## src/rtl/cpu_pkg.sv

```systemverilog
// Shared definitions for the multicycle load/store core: sequencer states,
// opcodes and instruction field extraction.
package cpu_pkg;

  typedef enum logic [2:0] {
    S_IDLE   = 3'd0,
    S_FETCH  = 3'd1,
    S_DECODE = 3'd2,
    S_EXEC   = 3'd3,
    S_MEM    = 3'd4,
    S_WB     = 3'd5
  } cpu_state_e;

  localparam logic [1:0] OP_ADD = 2'b00;
  localparam logic [1:0] OP_LD  = 2'b01;
  localparam logic [1:0] OP_ST  = 2'b10;
  localparam logic [1:0] OP_BEQ = 2'b11;

  // Helpers operate on a zero-extended instruction word; callers narrow the result.
  localparam int unsigned FIELD_W = 32;

  function automatic logic [FIELD_W-1:0] f_mask(input int unsigned raw);
    return (FIELD_W'(1) << raw) - FIELD_W'(1);
  endfunction

  function automatic logic [1:0] f_op(input logic [FIELD_W-1:0] ir, input int unsigned raw);
    logic [FIELD_W-1:0] t;
    t = ir >> (3 * raw);
    return t[1:0];
  endfunction

  function automatic logic [FIELD_W-1:0] f_rs(input logic [FIELD_W-1:0] ir, input int unsigned raw);
    return (ir >> (2 * raw)) & f_mask(raw);
  endfunction

  function automatic logic [FIELD_W-1:0] f_rt(input logic [FIELD_W-1:0] ir, input int unsigned raw);
    return (ir >> raw) & f_mask(raw);
  endfunction

  function automatic logic [FIELD_W-1:0] f_rd(input logic [FIELD_W-1:0] ir, input int unsigned raw);
    return ir & f_mask(raw);
  endfunction

  function automatic logic [FIELD_W-1:0] f_simm(input logic [FIELD_W-1:0] ir, input int unsigned raw);
    logic [FIELD_W-1:0] v;
    logic [FIELD_W-1:0] t;
    v = ir & f_mask(raw);
    t = ir >> (raw - 1);
    if (t[0]) v = v | ~f_mask(raw);
    return v;
  endfunction

endpackage

```

## src/rtl/cpu_regfile.sv

```systemverilog
// Register file: two combinational read ports, one synchronous write port,
// optional hard-wired zero register.
module cpu_regfile #(
  parameter int unsigned DATA_W     = 8,
  parameter int unsigned REG_ADDR_W = 2,
  parameter int unsigned ZERO_REG   = 0
) (
  input  logic                  clk,
  input  logic                  rst,
  input  logic [REG_ADDR_W-1:0] raddr_a,
  input  logic [REG_ADDR_W-1:0] raddr_b,
  output logic [DATA_W-1:0]     rdata_a,
  output logic [DATA_W-1:0]     rdata_b,
  input  logic                  we,
  input  logic [REG_ADDR_W-1:0] waddr,
  input  logic [DATA_W-1:0]     wdata
);

  localparam int unsigned NUM_REGS = 2 ** REG_ADDR_W;

  logic [DATA_W-1:0] regs [NUM_REGS];

  always_ff @(posedge clk or posedge rst) begin
    if (rst) begin
      for (int i = 0; i < NUM_REGS; i++) regs[i] <= '0;
    end else if (we && !((ZERO_REG != 0) && (waddr == '0))) begin
      regs[waddr] <= wdata;
    end
  end

  assign rdata_a = ((ZERO_REG != 0) && (raddr_a == '0)) ? '0 : regs[raddr_a];
  assign rdata_b = ((ZERO_REG != 0) && (raddr_b == '0)) ? '0 : regs[raddr_b];

endmodule

```

## src/rtl/multicycle_cpu.sv

```systemverilog
// Multi-cycle load/store core with req/ack instruction and data ports,
// single-step control, retire counter and write-back debug strobe.
module multicycle_cpu
  import cpu_pkg::*;
#(
  parameter  int unsigned DATA_W     = 8,
  parameter  int unsigned REG_ADDR_W = 2,
  parameter  int unsigned PC_W       = 8,
  parameter  int unsigned CNT_W      = 16,
  parameter  int unsigned ZERO_REG   = 0,
  localparam int unsigned INSTR_W    = 2 + 3 * REG_ADDR_W
) (
  input  logic                  Clk_O,
  input  logic                  Reset,
  input  logic                  run_en,
  input  logic                  step_mode,
  input  logic                  step,
  output logic                  imem_req,
  output logic [PC_W-1:0]       imem_addr,
  input  logic                  imem_ack,
  input  logic [INSTR_W-1:0]    imem_rdata,
  output logic                  dmem_req,
  output logic                  dmem_we,
  output logic [DATA_W-1:0]     dmem_addr,
  output logic [DATA_W-1:0]     dmem_wdata,
  input  logic                  dmem_ack,
  input  logic [DATA_W-1:0]     dmem_rdata,
  output logic [PC_W-1:0]       pc,
  output logic [2:0]            state,
  output logic                  wb_valid,
  output logic [REG_ADDR_W-1:0] wb_reg,
  output logic [DATA_W-1:0]     wb_data,
  output logic [CNT_W-1:0]      retired
);

  cpu_state_e state_q, state_d;

  logic [INSTR_W-1:0]    ir_q;
  logic [DATA_W-1:0]     a_q, b_q, rd_a, rd_b;
  logic [1:0]            op;
  logic [REG_ADDR_W-1:0] rs, rt, rd;
  logic [DATA_W-1:0]     simm_d, alu_sum, eff_addr;
  logic [PC_W-1:0]       simm_p, pc_inc, br_target, pc_d;
  logic                  retire;

  assign op     = f_op(FIELD_W'(ir_q), REG_ADDR_W);
  assign rs     = REG_ADDR_W'(f_rs(FIELD_W'(ir_q), REG_ADDR_W));
  assign rt     = REG_ADDR_W'(f_rt(FIELD_W'(ir_q), REG_ADDR_W));
  assign rd     = REG_ADDR_W'(f_rd(FIELD_W'(ir_q), REG_ADDR_W));
  assign simm_d = DATA_W'(f_simm(FIELD_W'(ir_q), REG_ADDR_W));
  assign simm_p = PC_W'(f_simm(FIELD_W'(ir_q), REG_ADDR_W));

  assign alu_sum   = a_q + b_q;
  assign eff_addr  = a_q + simm_d;
  assign pc_inc    = pc + PC_W'(1);
  assign br_target = pc_inc + simm_p;

  assign imem_addr = pc;
  assign state     = state_q;

  cpu_regfile #(
    .DATA_W     (DATA_W),
    .REG_ADDR_W (REG_ADDR_W),
    .ZERO_REG   (ZERO_REG)
  ) u_regfile (
    .clk     (Clk_O),
    .rst     (Reset),
    .raddr_a (rs),
    .raddr_b (rt),
    .rdata_a (rd_a),
    .rdata_b (rd_b),
    .we      (state_q == S_WB),
    .waddr   (wb_reg),
    .wdata   (wb_data)
  );

  always_ff @(posedge Clk_O or posedge Reset) begin
    if (Reset) state_q <= S_IDLE;
    else       state_q <= state_d;
  end

  // Sequencer next state plus pc update and retire decision.
  always_comb begin
    state_d = state_q;
    pc_d    = pc;
    retire  = 1'b0;
    case (state_q)
      S_IDLE:   if (run_en && (!step_mode || step)) state_d = S_FETCH;
      S_FETCH:  if (imem_ack) state_d = S_DECODE;
      S_DECODE: state_d = S_EXEC;
      S_EXEC: begin
        case (op)
          OP_ADD:       state_d = S_WB;
          OP_LD, OP_ST: state_d = S_MEM;
          default: begin
            state_d = S_IDLE;
            pc_d    = (a_q == b_q) ? br_target : pc_inc;
            retire  = 1'b1;
          end
        endcase
      end
      S_MEM: begin
        if (dmem_ack) begin
          if (op == OP_LD) begin
            state_d = S_WB;
          end else begin
            state_d = S_IDLE;
            pc_d    = pc_inc;
            retire  = 1'b1;
          end
        end
      end
      S_WB: begin
        state_d = S_IDLE;
        pc_d    = pc_inc;
        retire  = 1'b1;
      end
      default: state_d = S_IDLE;
    endcase
  end

  // Datapath and registered port outputs; request strobes follow the next state.
  always_ff @(posedge Clk_O or posedge Reset) begin
    if (Reset) begin
      ir_q       <= '0;
      a_q        <= '0;
      b_q        <= '0;
      pc         <= '0;
      retired    <= '0;
      imem_req   <= 1'b0;
      dmem_req   <= 1'b0;
      dmem_we    <= 1'b0;
      dmem_addr  <= '0;
      dmem_wdata <= '0;
      wb_valid   <= 1'b0;
      wb_reg     <= '0;
      wb_data    <= '0;
    end else begin
      imem_req <= (state_d == S_FETCH);
      dmem_req <= (state_d == S_MEM);
      dmem_we  <= (state_d == S_MEM) && (op == OP_ST);
      wb_valid <= (state_d == S_WB);
      pc       <= pc_d;
      if (retire) retired <= retired + CNT_W'(1);
      if ((state_q == S_FETCH) && imem_ack) ir_q <= imem_rdata;
      if (state_q == S_DECODE) begin
        a_q <= rd_a;
        b_q <= rd_b;
      end
      if ((state_q == S_EXEC) && ((op == OP_LD) || (op == OP_ST))) begin
        dmem_addr  <= eff_addr;
        dmem_wdata <= b_q;
      end
      if (state_d == S_WB) begin
        wb_reg  <= (op == OP_ADD) ? rd : rt;
        wb_data <= (state_q == S_EXEC) ? alu_sum : dmem_rdata;
      end
    end
  end

endmodule

```

## config.mk

```make
export PLATFORM = sky130hd
export DESIGN_NAME = multicycle_cpu
export DESIGN_NICKNAME = d
export VERILOG_FILES = /design/src/rtl/cpu_pkg.sv /design/src/rtl/cpu_regfile.sv /design/src/rtl/multicycle_cpu.sv
export SDC_FILE = /design/constraint.sdc
export NUM_CORES = 1
export LEC_CHECK = 0
export BUFFER_PORTS_ARGS = -buffer_cell sky130_fd_sc_hd__buf_2
export CORE_ASPECT_RATIO = 0.8
export CORE_MARGIN = 4
export CORE_UTILIZATION = 52
export DETAILED_ROUTE_END_ITERATION = 8
export PLACE_DENSITY_LB_ADDON = 0.3
export SYNTH_ARGS = -nofsm -noshare
export SYNTH_HDL_FRONTEND = slang
export SYNTH_SLANG_ARGS = --single-unit
```

## constraint.sdc

```tcl
create_clock -name Clk_O -period 3.3 [get_ports Clk_O]
set_input_delay 0.33 -clock Clk_O [delete_from_list [all_inputs] [get_ports Clk_O]]
set_output_delay 0.33 -clock Clk_O [all_outputs]
set_load 0.02 [all_outputs]
```

==> results.txt <==
Die Y-Extent: 104 µm
Die X: 128 µm
hold_buf cts: 0
Final Max Slew Viols: 0
Rows: 34
synth-to-layout area growth: 18.0%
worst slew pin tran: 0.965 ns
GR Overflow Total: 0
P_leak: 3.44 nW
outcome: complete, no violations
max reg flops: 32
Crit path max-delay family: simple AND/OR/NAND/NOR gates
relative slew slack: 0.355
crit path DAT: 2.96 ns
Syn Inst Count: 521
Yosys reg bits: 113
number of max-cap violations: 0
Crit. End Element: register
ys async rst share: 1.00
Final ANT Viol Nets: 0
Regs by FF count: u_regfile.regs: 32 flops, retired: 16 flops
count of buffer and inverter cells on the critical path: 0
Remaining DRCs: 0
Final Core Density: 0.640
Highest Clock Rate: 382 MHz
largest net degree at the start of global routing: 72
CTS tree: built
Setup Skew: 0.00798 ns
ANT cells: 0
top cells by area, synth: dfrtp_1, mux2_2, mux4_2
clock sink count: 113
top_reg_cell synth: dfrtp_1
total wire length: 13.7 mm
routed len/inst: 17.9 µm
post-place setup slack: 0.675 ns
Core Region: 0.0111 mm²
Post-synth EDFFs: 0
Cell Area, Synth: 0.00602 mm²
first-pass GRT wire length: 22.6 mm
power per cell area: 1050 mW/mm²
crit path time final: 2.62 ns
post-synth top area cell: dfrtp_1
via count: 4,275
IO Pins: 88
RSZ-0062 raised after global routing: false
YS warnings: 0
number of global-route vias before repair: 4,340
setup bufs post-CTS: 0
cell mode on critical path: ha_1
clock transition at the registers of the reported paths: 0.06 ns
Root Buffer Master: clkbuf_16
RD Place Congestion: 0.899
Hold Fails Final Rpt: 0
post-cts resize count: 0
clk buf depth: 2
critical path required time: 3.64 ns
crit path launch type: register
worst hold path type: primary input to async pin
Fin Hold WS: 0.121 ns
crit path kind: register to register
sequential area share after synthesis: 0.470
GRT Overall Usage: 0.218
count leader, synth: dfrtp_1
initial antenna violation count: 0
most frequent cells after synthesis: dfrtp_1, mux2_2, nand2_1
Post-layout nets: 660
Initial Utilization: 0.542
port bufs: 87
drt pass-1 iters: 4
final setup fails: 0
Fillers: 855
final setup margin: 0.680 ns
Final TNS setup: 0 ns
Worst-Skew Late Latency: 0.42 ns
Mapped Nets: 575
CP Max Fanout: 6
DR vias/cell: 5.60
starting DRC count in detailed routing: 317
die area: 0.0134 mm²
share of layout cells above drive strength 1: 0.333
period utilization: 0.794
top cell type's share of synthesized area: 0.470
Worst VDD drop: 645 µV
Yosys cell types: 55
crit-path cells: ha_1 -> nand3_1 -> nor2_1 -> xor2_1 -> ha_1 -> a21oi_1 -> o21ai_0 -> or3_1 -> and4_1 -> o21ai_1 -> xnor2_1
hpwl dp: 9.66 mm
Largest Register: u_regfile.regs
Pwr Total: 7.44 mW
Max stage delay cell, worst path: dfrtp_1
CP max stage delay: 0.42 ns
H-tree levels: 4
syn avg cell area: 11.6 µm²
clock buffer count from CTS: 17
[kinds of logic (layout without fill, tap and decap cells)]
logic type,count (synthesis),after routing,synth area share
compound gates,88,88,0.0859
xor+xnor,32,32,0.0466
fa+ha+maj,31,31,0.0682
buf+inv,46,144,0.0366
flops,113,113,0.470
mux,83,83,0.184
simple gates,128,128,0.109
[stage by stage]
| step | cell area, µm² | instances |
|---|---|---|
| after CTS | 7100 | 763 |
| after detailed placement | 6540 | 731 |
| after global routing | 7100 | 763 |
| after floorplan | 6020 | 521 |
| after global placement | 6540 | 731 |
| final | 7100 | 763 |
[power breakdown]
group	internal (mW)	total, mW	switching [mW]	leakage, nW
Combinational	1.44	3.21	1.77	1.68
Sequential	1.87	2.49	0.614	1.48
Clock	1.07	1.74	0.662	0.277
Total	4.39	7.44	3.05	3.44
[cells in the final DEF, fill, tap and decap left out, types with 6 or more instances in the layout]
cell type,Yosys,routed
dfrtp_1,113,113
buf_2,8,87
mux2_2,59,59
nand2_1,47,47
o21ai_0,33,33
a21oi_1,29,29
ha_1,28,28
xnor2_1,24,24
inv_1,22,21
clkbuf_16,0,17
nor2_1,16,16
mux4_2,16,16
nand3_1,13,13
nand2b_1,10,10
nor2b_1,9,9
xor2_1,8,8
nand4_1,7,7
mux2i_1,7,7
nor3_1,6,6
[path summary, 6_finish.rpt]
kind | from | end | slack, ns | cells past startpoint
max | imem_addr[0]$_DFFE_PP0P_ | imem_addr[7]$_DFFE_PP0P_ | 0.68 | 11
min | Reset | a_q[6]$_DFFE_PP0P_ | 0.12 | 2
max reg2reg | imem_addr[0]$_DFFE_PP0P_ | imem_addr[7]$_DFFE_PP0P_ | 0.68 | 11
min reg2reg | retired[15]$_DFFE_PP0P_ | retired[15]$_DFFE_PP0P_ | 0.47 | 1
max in group asynchronous | Reset | state[2]$_DFF_PP0_ | 2.32 | 3
min in group Clk_O | imem_rdata[6] | ir_q[6]$_DFFE_PP0P_ | 0.13 | 3
[worst reg2reg max path, delay by kind of cell, from the launching register on]
kind            cells  cell delay [ns]
simple gates        4             0.81
fa+ha+maj           2             0.56
xor+xnor            2             0.32
compound gates      3             0.42
flops               1             0.42
[cell type report]
type / instances / area, µm² / area share
Inverter: 22 / 86.3 / 0.0122
Multi-Input combinational cell: 362 / 2970 / 0.418
Clock buffer: 20 / 457 / 0.0643
Sequential cell: 113 / 2830 / 0.398
Tap cell: 144 / 180 / 0.0254
Clock inverter: 12 / 109 / 0.0153
Timing Repair Buffer: 90 / 470 / 0.0663
[per-layer routing]
layer | part of all wire | global-route usage | wire length, µm | vias up
li1 | - | - | - | 2038
met2 | 0.48 | 0.342 | 6600 | 88
met5 | 0 | 0 | 0 | -
met4 | 0.016 | 0.0705 | 216 | 0
met1 | 0.45 | 0.292 | 6220 | 2125
met3 | 0.047 | 0.0616 | 644 | 24
No activity file was read; power rests on OpenSTA's default activity.
